`config.mk`:
```
export PLATFORM = sky130hd
export DESIGN_NAME = dac_sample_player
export DESIGN_NICKNAME = d
export VERILOG_FILES = /design/src/rtl/dac_sample_player.sv
export SDC_FILE = /design/constraint.sdc
export NUM_CORES = 1
export LEC_CHECK = 0
export CORE_ASPECT_RATIO = 1.2
export CORE_MARGIN = 1.5
export CORE_UTILIZATION = 35
export DETAILED_ROUTE_END_ITERATION = 16
export GPL_TIMING_DRIVEN = 0
export HOLD_SLACK_MARGIN = 0.05
export SYNTH_ARGS = -nofsm -noshare
export SYNTH_HDL_FRONTEND = slang
export SYNTH_SLANG_ARGS = --single-unit
export TNS_END_PERCENT = 100
```
`constraint.sdc`:
```
create_clock -name clk -period 4.75 [get_ports clk]
set_input_delay 1.1875 -clock clk [delete_from_list [all_inputs] [get_ports clk]]
set_output_delay 1.1875 -clock clk [all_outputs]
set_load 0.02 [all_outputs]
```
`src/rtl/dac_sample_player.sv`:
```
// Sample feeder for the R2R DAC. Producer samples are buffered in a small FIFO
// and released one at a time on a programmable sample period.
module dac_sample_player #(
   parameter int WIDTH     = 4,
   parameter int DEPTH     = 8,
   parameter int DIV_WIDTH = 8
) (
   input  logic                   clk,
   input  logic                   rst,
   input  logic [WIDTH-1:0]       in_data,
   input  logic                   in_valid,
   output logic                   in_ready,
   input  logic                   enable,
   input  logic [DIV_WIDTH-1:0]   div,
   input  logic                   clear_underrun,
   output logic [WIDTH-1:0]       dac_out,
   output logic                   sample_tick,
   output logic                   underrun,
   output logic [$clog2(DEPTH):0] level
);
   localparam int AW = $clog2(DEPTH);
   localparam logic [AW:0]          LVL_FULL = (AW+1)'(DEPTH);
   localparam logic [AW:0]          LVL_ONE  = (AW+1)'(1);
   localparam logic [AW-1:0]        PTR_ONE  = AW'(1);
   localparam logic [DIV_WIDTH-1:0] CNT_ONE  = DIV_WIDTH'(1);

   logic [WIDTH-1:0]     mem [DEPTH];
   logic [AW-1:0]        wr_ptr_reg;
   logic [AW-1:0]        rd_ptr_reg;
   logic [AW:0]          level_reg;
   logic [DIV_WIDTH-1:0] count_reg;
   logic [WIDTH-1:0]     dac_out_reg;
   logic                 sample_tick_reg;
   logic                 underrun_reg;

   logic tick;
   logic push;
   logic pop;

   // The >= compare lets a mid-period reduction of div fire on the next edge.
   assign tick     = enable && (count_reg >= div);
   assign in_ready = (level_reg != LVL_FULL);
   assign push     = in_valid && in_ready;
   // No bypass: a tick with an empty FIFO underruns even if a push lands on it.
   assign pop      = tick && (level_reg != '0);

   always_ff @(posedge clk) begin
      if (rst) begin
         count_reg <= '0;
      end else if (!enable || tick) begin
         count_reg <= '0;
      end else begin
         count_reg <= count_reg + CNT_ONE;
      end
   end

   // Storage carries no reset so it can map onto distributed or block RAM.
   always_ff @(posedge clk) begin
      if (push) begin
         mem[wr_ptr_reg] <= in_data;
      end
   end

   always_ff @(posedge clk) begin
      if (rst) begin
         wr_ptr_reg <= '0;
         rd_ptr_reg <= '0;
         level_reg  <= '0;
      end else begin
         if (push) begin
            wr_ptr_reg <= wr_ptr_reg + PTR_ONE;
         end
         if (pop) begin
            rd_ptr_reg <= rd_ptr_reg + PTR_ONE;
         end
         unique case ({push, pop})
            2'b10:   level_reg <= level_reg + LVL_ONE;
            2'b01:   level_reg <= level_reg - LVL_ONE;
            default: level_reg <= level_reg;
         endcase
      end
   end

   always_ff @(posedge clk) begin
      if (rst) begin
         dac_out_reg     <= '0;
         sample_tick_reg <= 1'b0;
         underrun_reg    <= 1'b0;
      end else begin
         sample_tick_reg <= tick;
         if (pop) begin
            dac_out_reg <= mem[rd_ptr_reg];
         end
         // A new underrun wins over a clear arriving on the same edge.
         if (tick && !pop) begin
            underrun_reg <= 1'b1;
         end else if (clear_underrun) begin
            underrun_reg <= 1'b0;
         end
      end
   end

   assign dac_out     = dac_out_reg;
   assign sample_tick = sample_tick_reg;
   assign underrun    = underrun_reg;
   assign level       = level_reg;
endmodule

```
After elaboration in Yosys (flattened, before gate mapping) --
Memory sizes are Yosys's and may differ from the RTL's. A register that Yosys moved wholly into a read port is not among the register bits. Index checks and enable logic that the tools add are counted. Widths: inputs -> output; s select.
Cells by class: $lt $le $gt $ge 1, equal/unequal tests 3, muxes and demuxes 5, reductions and logical operators 11, add/subtract/negate cells 5
Operator list (count):
- $add 8x1->8 const B | 1
- $ge 8x8->1 | 1
- $pmux 4 s2 | 1
- $add 3x1->3 const B | 2
- $add 4x1->4 const B | 1
- $logic_and 1x1->1 | 4
- $mux 1 | 4
- $ne 4x4->1 const B | 1
- $reduce_bool 2->1 | 2
- $reduce_bool 4->1 | 1
- $sub 4x1->4 const B | 1
- $eq 2x1->1 const B | 1
- $eq 2x2->1 const B | 1
- $logic_not 1->1 | 2
- $reduce_or 2->1 | 1
- $logic_or 1x1->1 | 1
Word-level totals: word-level logic and storage cells 32, memory bits (writable) 32, input port bits 17, memories 1, register bits after elaboration 20
Memory list:
- mem | depth 8, bits a word 4, read ports 1, clocked after Yosys merged registers in 1, write ports 1, line 27 | logic [WIDTH-1:0] mem [DEPTH];

Longest topological paths before layout --
depth in word-level cells 6, depth in mapped cells 14, depth with buffers taken out 13

Worst setup path before layout --
Ideal clock, no wire load.
kind input -> register, start point in div[0], end point reg level_reg[3], in the netlist level[3], slack 1057 ps, buffers on the path 1, data required time 4679 ps, stages on the path 13, setup time 71 ps, arrival 3623 ps, cell sequence ha_1 > nand2b_4 > a2111oi_2 > o31a_1 > buf_6 > nor2_1 > ha_1 > ha_1 > a21o_1 > a21oi_1 > xnor2_1 > or3_1 > a21oi_1
Between the ends: cells in the longest elaborated chain, start to end 5
RTL lines:
- start, declared | line 14 | input logic [DIV_WIDTH-1:0] div,
- $ge 8x8->1 * | line 41 | assign tick = enable && (count_reg >= div);
- $logic_and 1x1->1 * | line 41
- $logic_and 1x1->1 * | line 45 | assign pop = tick && (level_reg != '0);
- via pop | line 38 | logic pop;
- $eq 2x1->1 / $eq 2x2->1 (equally long branches) | line 76 | unique case ({push, pop})
- $pmux 4 s2 / $reduce_bool 2->1 (equally long branches)
- end signal, assigned | line 77 | 2'b10: level_reg <= level_reg + LVL_ONE;
- end signal, assigned | line 78 | 2'b01: level_reg <= level_reg - LVL_ONE;
- end signal, assigned | line 79 | default: level_reg <= level_reg;
- end, declared | line 30 | logic [AW:0] level_reg;
The timed path passes the listed nets; every way through them passes the cells marked *. A chain may end at the register's enable or synchronous reset.

Worst setup path in the final report --
Same ends and word-level chain as after synthesis.

==> flow_summary.json <==
{
  "wl_met2_um": 2230,
  "synth_common_cells": "edfxtp_1 (32), dfxtp_1 (24), nor2_1 (24)",
  "placed_cells": 314,
  "fin_worst_skew_ns": 0.00986,
  "groute.usage.overall": 0.119,
  "first_global_vias": 1505,
  "grt_setup_unrepaired": "no",
  "cp_data_arrival_time_ns": 4.19,
  "floorplan.rows": 33,
  "syn_area_um2": 2520,
  "ys_async_sr_fraction": 0,
  "layout-drive-gt1-share": 0.119,
  "netlist_instances": 201,
  "synth-adder-area-share": 0.0775,
  "dieArea_um2": 7720,
  "synth_compound_area_frac": 0.0735,
  "nets": 266,
  "postSynthNetCount": 233,
  "clockRootBuffer": "clkbuf_8",
  "detail-route-antenna-nets": 0,
  "yosysMostFrequentCell": "edfxtp_1",
  "drt_pre_antenna_iters": 4,
  "hold_ws_ns": 0.490,
  "min-delay-path-class": "flip-flop to flip-flop",
  "dp.final_hpwl_um": 3250,
  "maxUsedRoutingLayer": "met4",
  "initial_utilization": 0.365,
  "pin_count": 28,
  "cellLeakagePower_nw": 1.07,
  "synth.mux.area_fraction": 0.0894,
  "post_synth_xor_area_fraction": 0.0348,
  "die-width_um": 80.5,
  "synth_simple_gate_area_share": 0.122,
  "slew_violations": 0,
  "ys_seq_elements": 56,
  "synth_sequential_area_ratio": 0.572,
  "fp.dieH_um": 96.0,
  "drt-wirelength-per-cell_um": 13.4,
  "synth_top_cells_by_area": "edfxtp_1 (38%), dfxtp_1 (19%), mux4_2 (7.1%)",
  "dr_total_vias": 1541,
  "total_power_mw": 0.870,
  "powerDensity_nw_per_um2": 291,
  "timing.slew.headroom": 0.453,
  "synthToLayoutAreaGrowth_pct": 18.4,
  "synthDistinctLibCells": 38,
  "ys_dominant_reg_cell": "edfxtp_1",
  "initial_antenna_violation_count": 0,
  "clock_path_buffers": 2,
  "grt_first_pass_wirelength_um": 6960,
  "worst-slew-pin-transition_ns": 0.814,
  "finalHoldViolations": 0,
  "worst_setup_hold_path_clk_slew_ns": 0.10,
  "crit_fanout": 10,
  "globalRouteOverflowTotal": 0,
  "power.ir.vdd_worst_mv": 0.200,
  "cp-end-kind": "flip-flop",
  "remaining_drc_errors": 0,
  "setup.worst_path.class": "primary input to flip-flop",
  "clock_tree.htree_level_count": 2,
  "m1WireLength_um": 1860,
  "final.period_utilization": 0.833,
  "timing.critical_path.from_type": "primary input",
  "synth_top_family_by_area": "simple AND/OR/NAND/NOR gates",
  "cts_num_sinks": 56,
  "detail_route.vias_per_cell": 4.79,
  "yosysTopAreaCell": "edfxtp_1",
  "tritoncts.num_buffers": 5,
  "port_buffers": 26,
  "postLayoutCoreUtil": 0.433,
  "cts_tree": "done",
  "drt_iter0_markers": 53,
  "coreArea_um2": 6900,
  "grt_max_degree": 21,
  "rd_place_congestion": 0.731,
  "setup_total_negative_slack_ns": 0,
  "yosysWarningCount": 0,
  "drt_wirelength_um": 4310,
  "setup_viol": 0,
  "insertedDiodeCount": 0,
  "fmax_mhz": 253,
  "cts-resized-gates": 0,
  "max_cap_check_violation_count": 0,
  "postCtsHoldBufs": 0,
  "synth-edff-count": 32,
  "min_period_ns": 3.96,
  "clock_latency_ns": 0.31,
  "layout.filler_cells": 648,
  "timing.critical_path.required_ns": 4.99,
  "largest_register_ff_count": 32,
  "outcome": "completed",
  "synth_top_cell_area_share": 0.381,
  "postCtsSetupRepairBufs": 0,
  "count_of_non_filler_cells_in_the_finished_layout": 322,
  "per_instance_average_area_after_synthesis_um2": 12.5,
  "detailroute.wirelength.met3_um": 186
}
==> routing by layer <==
layer	track usage	up-vias
li1	-	798
met1	0.144	713
met2	0.212	26
met3	0.0303	4
met4	0.0302	0
met5	0	-
==> final timing paths <==
check / cells past startpoint / to / start / slack [ns]
worst min register to register: 1 / underrun / underrun / 0.49
worst max register to register: 14 / level[3] / count_reg[0] / 1.58
worst min-delay path: 1 / underrun / underrun / 0.49
worst max-delay path: 14 / level[3] / div[0] / 0.79
==> per-stage QoR <==
stage          setup slack (ns)  area [um^2]
3_5_place_dp              0.470         2890
4_1_cts                   0.793         2980
6_report                  0.795         2980
5_1_grt                   0.636         2980
3_3_place_gp              0.481         2890
2_1_floorplan              1.06         2520
==> worst max-delay path, stage by stage <==
cell             delay (ns)
clkdlybuf4s50_1        0.40
ha_1                   0.29
nand2b_4               0.14
a2111oi_2              0.40
o31a_1                 0.18
buf_6                  0.15
nor2_1                 0.07
ha_1                   0.23
ha_1                   0.27
a21o_1                 0.17
a21oi_1                0.16
xnor2_1                0.09
or3_1                  0.31
a21oi_1                0.14
==> cell type report <==
| cell class | instances | area, um^2 | share of cell area |
|---|---|---|---|
| plain buffers | 5 | 28.8 | 0.00964 |
| clock buffers | 5 | 68.8 | 0.0231 |
| clock inverters | 3 | 26.3 | 0.00881 |
| inverters | 13 | 48.8 | 0.0164 |
| multi-input cells | 127 | 1000 | 0.335 |
| flip-flops and latches | 56 | 1440 | 0.483 |
| well taps | 87 | 109 | 0.0365 |
| repair buffers | 26 | 260 | 0.0872 |
==> where the power goes <==
group / internal (mW) / total [mW] / switching, mW / leakage (nW)
combinational: 0.0338 / 0.0680 / 0.0342 / 0.533
sequential: 0.521 / 0.528 / 0.00698 / 0.485
clock: 0.110 / 0.273 / 0.163 / 0.0495
total: 0.665 / 0.870 / 0.205 / 1.07
==> cell families (layout without fill, tap and decap cells) <==
family	Yosys count	count (layout)
and+or+nand+nor	60	60
muxes	12	12
adders and majority gates	15	15
buffers and inverters	18	52
AOI/OAI and AO/OA	30	30
xor gates and xnor gates	10	10
DFF	56	56
==> layout by cell type, fill, tap and decap left out, drive strengths merged <==
cell type      instances
edfxtp                32
or2                    1
o31a                   1
buf                    4
nand3b                 1
nand3                 13
nor3b                  1
a22o                   1
o21ai                  7
nor2                  24
a2111oi                1
nor3                   3
clkdlybuf4s50         26
xor2                   8
mux4                   8
o21a                   2
o31ai                  1
a21oi                 14
or3                    2
a31o                   1
a311oi                 1
clkbuf                 6
dfxtp                 24
xnor2                  2
nand2                  6
nand4                  1
fa                     1
ha                    14
nor2b                  1
nand2b                 4
nor4                   1
and3                   2
mux2                   4
inv                   16
a21o                   1
Note: power is estimated with default switching activity, not from simulation.
